File: config.mk
export PLATFORM = sky130hd
export DESIGN_NAME = pack_telemetry
export DESIGN_NICKNAME = d
export VERILOG_FILES = /design/src/rtl/pack_telemetry.sv
export SDC_FILE = /design/constraint.sdc
export NUM_CORES = 1
export LEC_CHECK = 0
export CAP_MARGIN = 30
export CELL_PAD_IN_SITES_DETAIL_PLACEMENT = 0
export CELL_PAD_IN_SITES_GLOBAL_PLACEMENT = 1
export CORE_MARGIN = 2
export CORE_UTILIZATION = 25
export CTS_CLUSTER_SIZE = 8
export DETAILED_ROUTE_END_ITERATION = 7
export PLACE_DENSITY = 0.52
export SETUP_SLACK_MARGIN = 0.4
export SYNTH_ARGS = -nofsm -noshare
export SYNTH_HDL_FRONTEND = slang
export SYNTH_SLANG_ARGS = --single-unit
File: constraint.sdc
create_clock -name clk -period 1.8 [get_ports clk]
set_input_delay 0.36 -clock clk [delete_from_list [all_inputs] [get_ports clk]]
set_output_delay 0.36 -clock clk [all_outputs]
set_load 0.01 [all_outputs]
File: src/rtl/pack_telemetry.sv
// rtl/pack_telemetry.sv - telemetry word framer onto the 8b10b encoder byte interface
//
// Purpose:
//   Accepts 11-byte telemetry words through a one-deep holding buffer. Each word
//   is serialised as one K character followed by 11 data bytes, LSB byte first.
//   Idle K characters fill the gaps between frames. The idle K also serves as
//   the frame start, so back-to-back words cost exactly 12 symbols each.
//
// Ports:
//   clk        in   link byte clock
//   rst        in   synchronous active-high reset
//   tlm_data   in   telemetry word, byte n = bits [8n+7:8n]
//   tlm_valid  in   word offered this cycle
//   tlm_ready  out  holding buffer empty (registered)
//   tx_en      in   encoder symbol request strobe
//   k_out      out  current symbol is a K character
//   data_out   out  current symbol byte
//   valid_out  out  tx_en delayed by one cycle
//   overflow   out  one-cycle pulse for a word dropped while the buffer was full

module pack_telemetry #(
  parameter int         g_data_width = 11,
  parameter logic [7:0] g_k_char     = 8'hBC
) (
  input  logic                      clk,
  input  logic                      rst,
  input  logic [g_data_width*8-1:0] tlm_data,
  input  logic                      tlm_valid,
  output logic                      tlm_ready,
  input  logic                      tx_en,
  output logic                      k_out,
  output logic [7:0]                data_out,
  output logic                      valid_out,
  output logic                      overflow
);

  // The 4-bit byte index and the frame length only work out for 11 bytes.
  if (g_data_width != 11) begin : g_width_check
    $fatal(1, "pack_telemetry: g_data_width must be 11");
  end

  localparam int         WordBits = g_data_width * 8;
  localparam logic [3:0] IdxLast  = 4'(g_data_width - 1);

  typedef enum logic {
    ST_IDLE = 1'b0,
    ST_DATA = 1'b1
  } state_t;

  state_t              state_q, state_d;
  logic                buf_full_q, buf_full_d;
  logic [WordBits-1:0] buf_q, buf_d;
  logic [WordBits-1:0] shift_q, shift_d;
  logic [3:0]          idx_q, idx_d;
  logic                k_q, k_d;
  logic [7:0]          data_q, data_d;
  logic                valid_q, valid_d;
  logic                ovf_q, ovf_d;

  // Symbol chosen by the FSM for the current cycle (registered on tx_en).
  logic                sym_k;
  logic [7:0]          sym_data;
  logic                load;

  // ---------------------------------------------------------------------------
  // FSM: state register
  // ---------------------------------------------------------------------------
  always_ff @(posedge clk) begin
    if (rst) begin
      state_q <= ST_IDLE;
    end else begin
      state_q <= state_d;
    end
  end

  // ---------------------------------------------------------------------------
  // FSM: next state. Only tx_en cycles advance; a started frame always runs
  // to byte 10 before returning to IDLE.
  // ---------------------------------------------------------------------------
  always_comb begin
    state_d = state_q;
    if (tx_en) begin
      case (state_q)
        ST_IDLE: if (buf_full_q) state_d = ST_DATA;
        ST_DATA: if (idx_q == IdxLast) state_d = ST_IDLE;
        default: state_d = ST_IDLE;
      endcase
    end
  end

  // ---------------------------------------------------------------------------
  // FSM: outputs. IDLE always sends K, including the frame-start K issued in
  // the same symbol slot that moves the buffer into the shift register.
  // ---------------------------------------------------------------------------
  always_comb begin
    sym_k    = 1'b1;
    sym_data = g_k_char;
    load     = 1'b0;
    case (state_q)
      ST_IDLE: begin
        sym_k    = 1'b1;
        sym_data = g_k_char;
        load     = tx_en & buf_full_q;
      end
      ST_DATA: begin
        sym_k    = 1'b0;
        sym_data = shift_q[{idx_q, 3'b000} +: 8];
      end
      default: begin
        sym_k    = 1'b1;
        sym_data = g_k_char;
      end
    endcase
  end

  // ---------------------------------------------------------------------------
  // Datapath next state
  // ---------------------------------------------------------------------------
  always_comb begin
    buf_full_d = buf_full_q;
    buf_d      = buf_q;
    shift_d    = shift_q;
    idx_d      = idx_q;
    k_d        = k_q;
    data_d     = data_q;
    valid_d    = tx_en;
    // A word offered into a full buffer is lost; the buffer keeps its word.
    ovf_d      = tlm_valid & buf_full_q;

    // Transfer needs buf_full=1 and accept needs buf_full=0, so the two
    // updates below never act in the same cycle.
    if (load) begin
      shift_d    = buf_q;
      buf_full_d = 1'b0;
      idx_d      = 4'd0;
    end
    if (tlm_valid && !buf_full_q) begin
      buf_d      = tlm_data;
      buf_full_d = 1'b1;
    end

    if (tx_en && state_q == ST_DATA) begin
      idx_d = (idx_q == IdxLast) ? 4'd0 : idx_q + 4'd1;
    end

    // Symbol outputs hold their last value on cycles without a request.
    if (tx_en) begin
      k_d    = sym_k;
      data_d = sym_data;
    end
  end

  always_ff @(posedge clk) begin
    if (rst) begin
      buf_full_q <= 1'b0;
      buf_q      <= '0;
      shift_q    <= '0;
      idx_q      <= 4'd0;
      k_q        <= 1'b0;
      data_q     <= 8'd0;
      valid_q    <= 1'b0;
      ovf_q      <= 1'b0;
    end else begin
      buf_full_q <= buf_full_d;
      buf_q      <= buf_d;
      shift_q    <= shift_d;
      idx_q      <= idx_d;
      k_q        <= k_d;
      data_q     <= data_d;
      valid_q    <= valid_d;
      ovf_q      <= ovf_d;
    end
  end

  assign tlm_ready = ~buf_full_q;
  assign k_out     = k_q;
  assign data_out  = data_q;
  assign valid_out = valid_q;
  assign overflow  = ovf_q;

endmodule

# Yosys cells after proc, flatten, opt, wreduce, memory -nomap -nowiden
# Cells that the tools add are included.
# word_totals
wordCells	32
inputBits	92
register_bits	193
# op_classes
shifts	1
n_eq_ne	1
add_sub_neg	1
n_mux	11
bitwise_logic	4
n_reduce_logical	5
# op_table
operator	count
88-bit by 8-bit variable part select with 8-bit output	1
8-bit case mux with 2 select lines	1
4-bit 2-to-1 mux	3
1-bit 2-to-1 mux	5
4-bit by 1-bit adder with 4-bit output (second input constant)	1
4-bit == test (second input constant)	1
1-bit case mux with 2 select lines	2
2-bit nonzero test	2
1-bit AND	2
1-bit logical AND	2
1-bit NOT	2
1-bit zero test	1

# Depth between registers and ports, before layout
# depth
ltp_word	4
ltp_mapped	8

# Least setup slack after synthesis
# No wires, ideal clock.
# synth_timing
path_type	register to register
start	register idx_q[0]
end	register idx_q[3]
required_ps	1709
setup_ps	91
setup_slack_ps	154
arrival_time_ps	1556
stages_incl_launch_ff	9
cell_sequence	dfxtp_1 -> buf_6 -> buf_12 -> buf_4 -> inv_1 -> ha_1 -> a31oi_1 -> nand2_1 -> a311oi_1
# synth_between
elab_chain_len	3
# synth_rtl
item	line	rtl
from (decl)	54	logic [3:0] idx_q, idx_d;
from (signal assigned)	167	idx_q <= idx_d;
4-bit by 1-bit adder with 4-bit output / 4-bit == test (equally long branches)	143	idx_d = (idx_q == IdxLast) ? 4'd0 : idx_q + 4'd1;
4-bit 2-to-1 mux (*)	143	
4-bit 2-to-1 mux (*)	142	if (tx_en && state_q == ST_DATA) begin
# Mark *: on every way between the ends. The rest lies on a longest branch, timed or not.
# A chain may end at the register's enable or synchronous reset.

# Final worst setup path
# layout_timing
start	register idx_q[0]
end	register data_q[7] (netlist: data_out[7])
# layout_between
elab_chain_len	2
# layout_rtl
item	line	rtl
88-bit by 8-bit variable part select with 8-bit output	107	sym_data = shift_q[{idx_q, 3'b000} +: 8];
8-bit case mux with 2 select lines	99	case (state_q)
to (signal assigned)	169	data_q <= data_d;
to (decl)	56	logic [7:0] data_q, data_d;
# Every way passes these cells.

==> metrics.md <==
| Metric | Value |
|---|---|
| Vias per std cell | 4.47 |
| RD Place Congestion | 0.734 |
| RSZ-0062 raised after global routing | yes |
| Area growth from synthesis to layout | 36.0% |
| Period utilization | 89.3% |
| Final HPWL DP | 14300 µm |
| Synth Warn # | 0 |
| Worst Hold Launch | rst |
| Most area-hungry cell type in the Yosys netlist | dfxtp_1 |
| Gate Count Post-Synth | 924 |
| Maximum vdd drop | 0.000679 V |
| Worst Path Required | 2090 ps |
| Final Hold Vio Count | 0 |
| Endpoint type of the worst setup path | flip-flop |
| Post-synth top cells | nand2_1 (365), dfxtp_1 (193), a21oi_1 (183) |
| Setup violations, final | 0 |
| Total congestion overflow | 0 |
| FP Rows | 63 |
| Leakage | 3.53 nW |
| Via count of the first global-routing pass | 6298 |
| Asr flop ratio synth | 0% |
| Total GRT Usage | 14.5% |
| Initial Utilization | 25.3% |
| CTS Buf Count | 17 |
| Share of cells above drive strength 1 | 14.4% |
| Clock Pin Slew Worst Setup and Hold Paths | 70 ps |
| Slew @ Worst Pin | 389 ps |
| Die height | 177 µm |
| Final Max Tran Viols | 0 |
| Port bufs | 103 |
| Largest cells by area after synthesis | dfxtp_1 (52%), nand2_1 (18%), a21oi_1 (12%), mux2i_1 (3.3%), mux4_2 (3.0%) |
| Routed via count | 6384 |
| Synthesized cell area | 7490 µm² |
| Routed Antenna Nets | 0 |
| Syn Nets | 1018 |
| Layout Skew | 7.62 ps |
| Die X | 177 µm |
| CTS tree | done |
| Root Driver | clkbuf_16 |
| Clk buf depth | 2 |
| Global-route wire length before repair | 35400 µm |
| I/O Pins | 104 |
| Fin nets | 1121 |
| Mean Syn Cell Area | 8.10 µm² |
| Power density cells | 923 nW/µm² |
| Largest net degree at the start of global routing | 62 |
| Clock latency on the worst-skew pair | 430 ps |
| Critical Path Fanout Max | 3 |
| Share of the synthesized area in the top cell type | 51.6% |
| Hold Buf Count CTS | 0 |
| DR WL/cell | 15.7 µm |
| Hold WC Path Type | primary input to flip-flop |
| Routed wire length | 22400 µm |
| Number of flops mapped to enable cells by yosys | 0 |
| RR Startpoint | idx_q[0]$_SDFFE_PP0P_ |
| Count leader, synth | nand2_1 |
| Die area | 31300 µm² |
| N_diodes | 0 |
| Worst setup path class | flip-flop to flip-flop |
| Max_cap viols | 0 |
| Top FF cell, synth | dfxtp_1 |
| Critical Path Source Type | flip-flop |
| Fmax | 0.622 GHz |
| DR iter-0 viols | 404 |
| Slew HR | 74.1% |
| Critical Path Source | idx_q[0]$_SDFFE_PP0P_ |
| WP data arrival | 1900 ps |
| Core area | 29600 µm² |
| Residual DRC | 0 |
| WHS | 282 ps |
| Status | complete, no violations |
| Clk sinks | 193 |
| Seq/Total Area, Yosys | 51.6% |
| #FFs+latches synth | 193 |
| H-Tree Depth | 4 |
| Synth unique cells | 35 |
| Number of antenna violations at the first check in global routing | 0 |
| Final Util | 34.4% |
| Total Power | 0.00940 W |
| Final min period | 1610 ps |
| First-pass iteration count of the detailed router | 4 |
[final timing paths]
check | endpoint | slack, ps | depth (start not counted)
max | data_out[7]$_SDFFE_PP0P_ | 190 | 5
min | buf_q[87]$_SDFFE_PP0P_ | 280 | 2
max reg2reg | data_out[7]$_SDFFE_PP0P_ | 190 | 5
min reg2reg | shift_q[18]$_SDFFE_PP0P_ | 450 | 2
[cell usage in the layout, fill, tap and decap left out, types with 4 or more instances in the layout]
cell / count
mux2i_2: 4
a221oi_1: 4
o21bai_1: 5
a21oi_2: 6
nand2_1: 363
buf_16: 6
mux2i_1: 18
buf_12: 16
mux4_2: 10
clkdlybuf4s15_2: 5
dfxtp_1: 181
clkbuf_16: 20
nor2b_1: 7
clkdlybuf4s50_1: 89
nand3_1: 5
nor2_1: 9
nand3b_1: 8
o21ai_1: 4
a21oi_1: 177
buf_4: 23
dfxtp_2: 10
inv_6: 4
[sequential cells by signal, summed over array words and instances, names as in the netlist]
signal,cells
buf_q,88
state_q,1
shift_q,88
data_out,8
overflow,1
idx_q,4
valid_out,1
buf_full_q,1
k_out,1
[where the power goes]
group | total, W | switching [W] | internal (W)
clock network | 0.00389 | 0.00172 | 0.00217
registers | 0.00455 | 0.000109 | 0.00444
logic | 0.000965 | 0.000485 | 0.000480
total | 0.00940 | 0.00232 | 0.00708
[layout make-up]
class | instances | area, µm²
repair buffers | 155 | 1800
fillers | 3149 | 19400
flip-flops and latches | 193 | 3880
well taps | 390 | 488
inverters | 4 | 22.5
multi-input cells | 656 | 3400
clock buffers | 20 | 467
clock inverters | 11 | 126
[worst max-delay path: stages (launching register included)]
cell	delay [ps]
dfxtp_4	390
buf_12	120
buf_4	120
mux4_2	530
mux2i_2	210
a221oi_1	100
[routing by layer]
layer | global-route usage, % | routed length, µm | part of all wire, % | up-vias
met3 | 2.36 | 628 | 2.8 | 15
met1 | 20.3 | 11300 | 50 | 3021
li1 | - | - | - | 3254
met2 | 23.1 | 10200 | 46 | 94
met4 | 3.82 | 247 | 1.1 | 0
met5 | 0 | 0 | 0 | -
[metrics by stage]
stage	setup slack, ps	TNS, ps	instances	area [µm²]
floorplan	376	0	924	7530
global placement	-109	-5270	1372	9020
detailed placement	-116	-5820	1372	9020
CTS	180	0	1422	10100
global route	164	0	1429	10200
finish	193	0	1429	10200
[timing repair]
action	in CTS	in global routing
gates resized for setup	70	33
endpoints found under the hold margin	0	0
buffers inserted	13	5
cloned	6	2
pin swaps	8	6
setup endpoints to repair	113	91
[logic make-up after synthesis]
kind of cell,after synthesis,share of synthesized area (%)
AO/OA/AOI/OAI,212,14.9
multiplexers,35,6.35
flip-flops,193,51.6
buffers and inverters,75,5.33
adder cells (fa/ha/maj),2,0.334
AND/OR/NAND/NOR,407,21.5
Note: power is estimated with default switching activity, not from simulation.
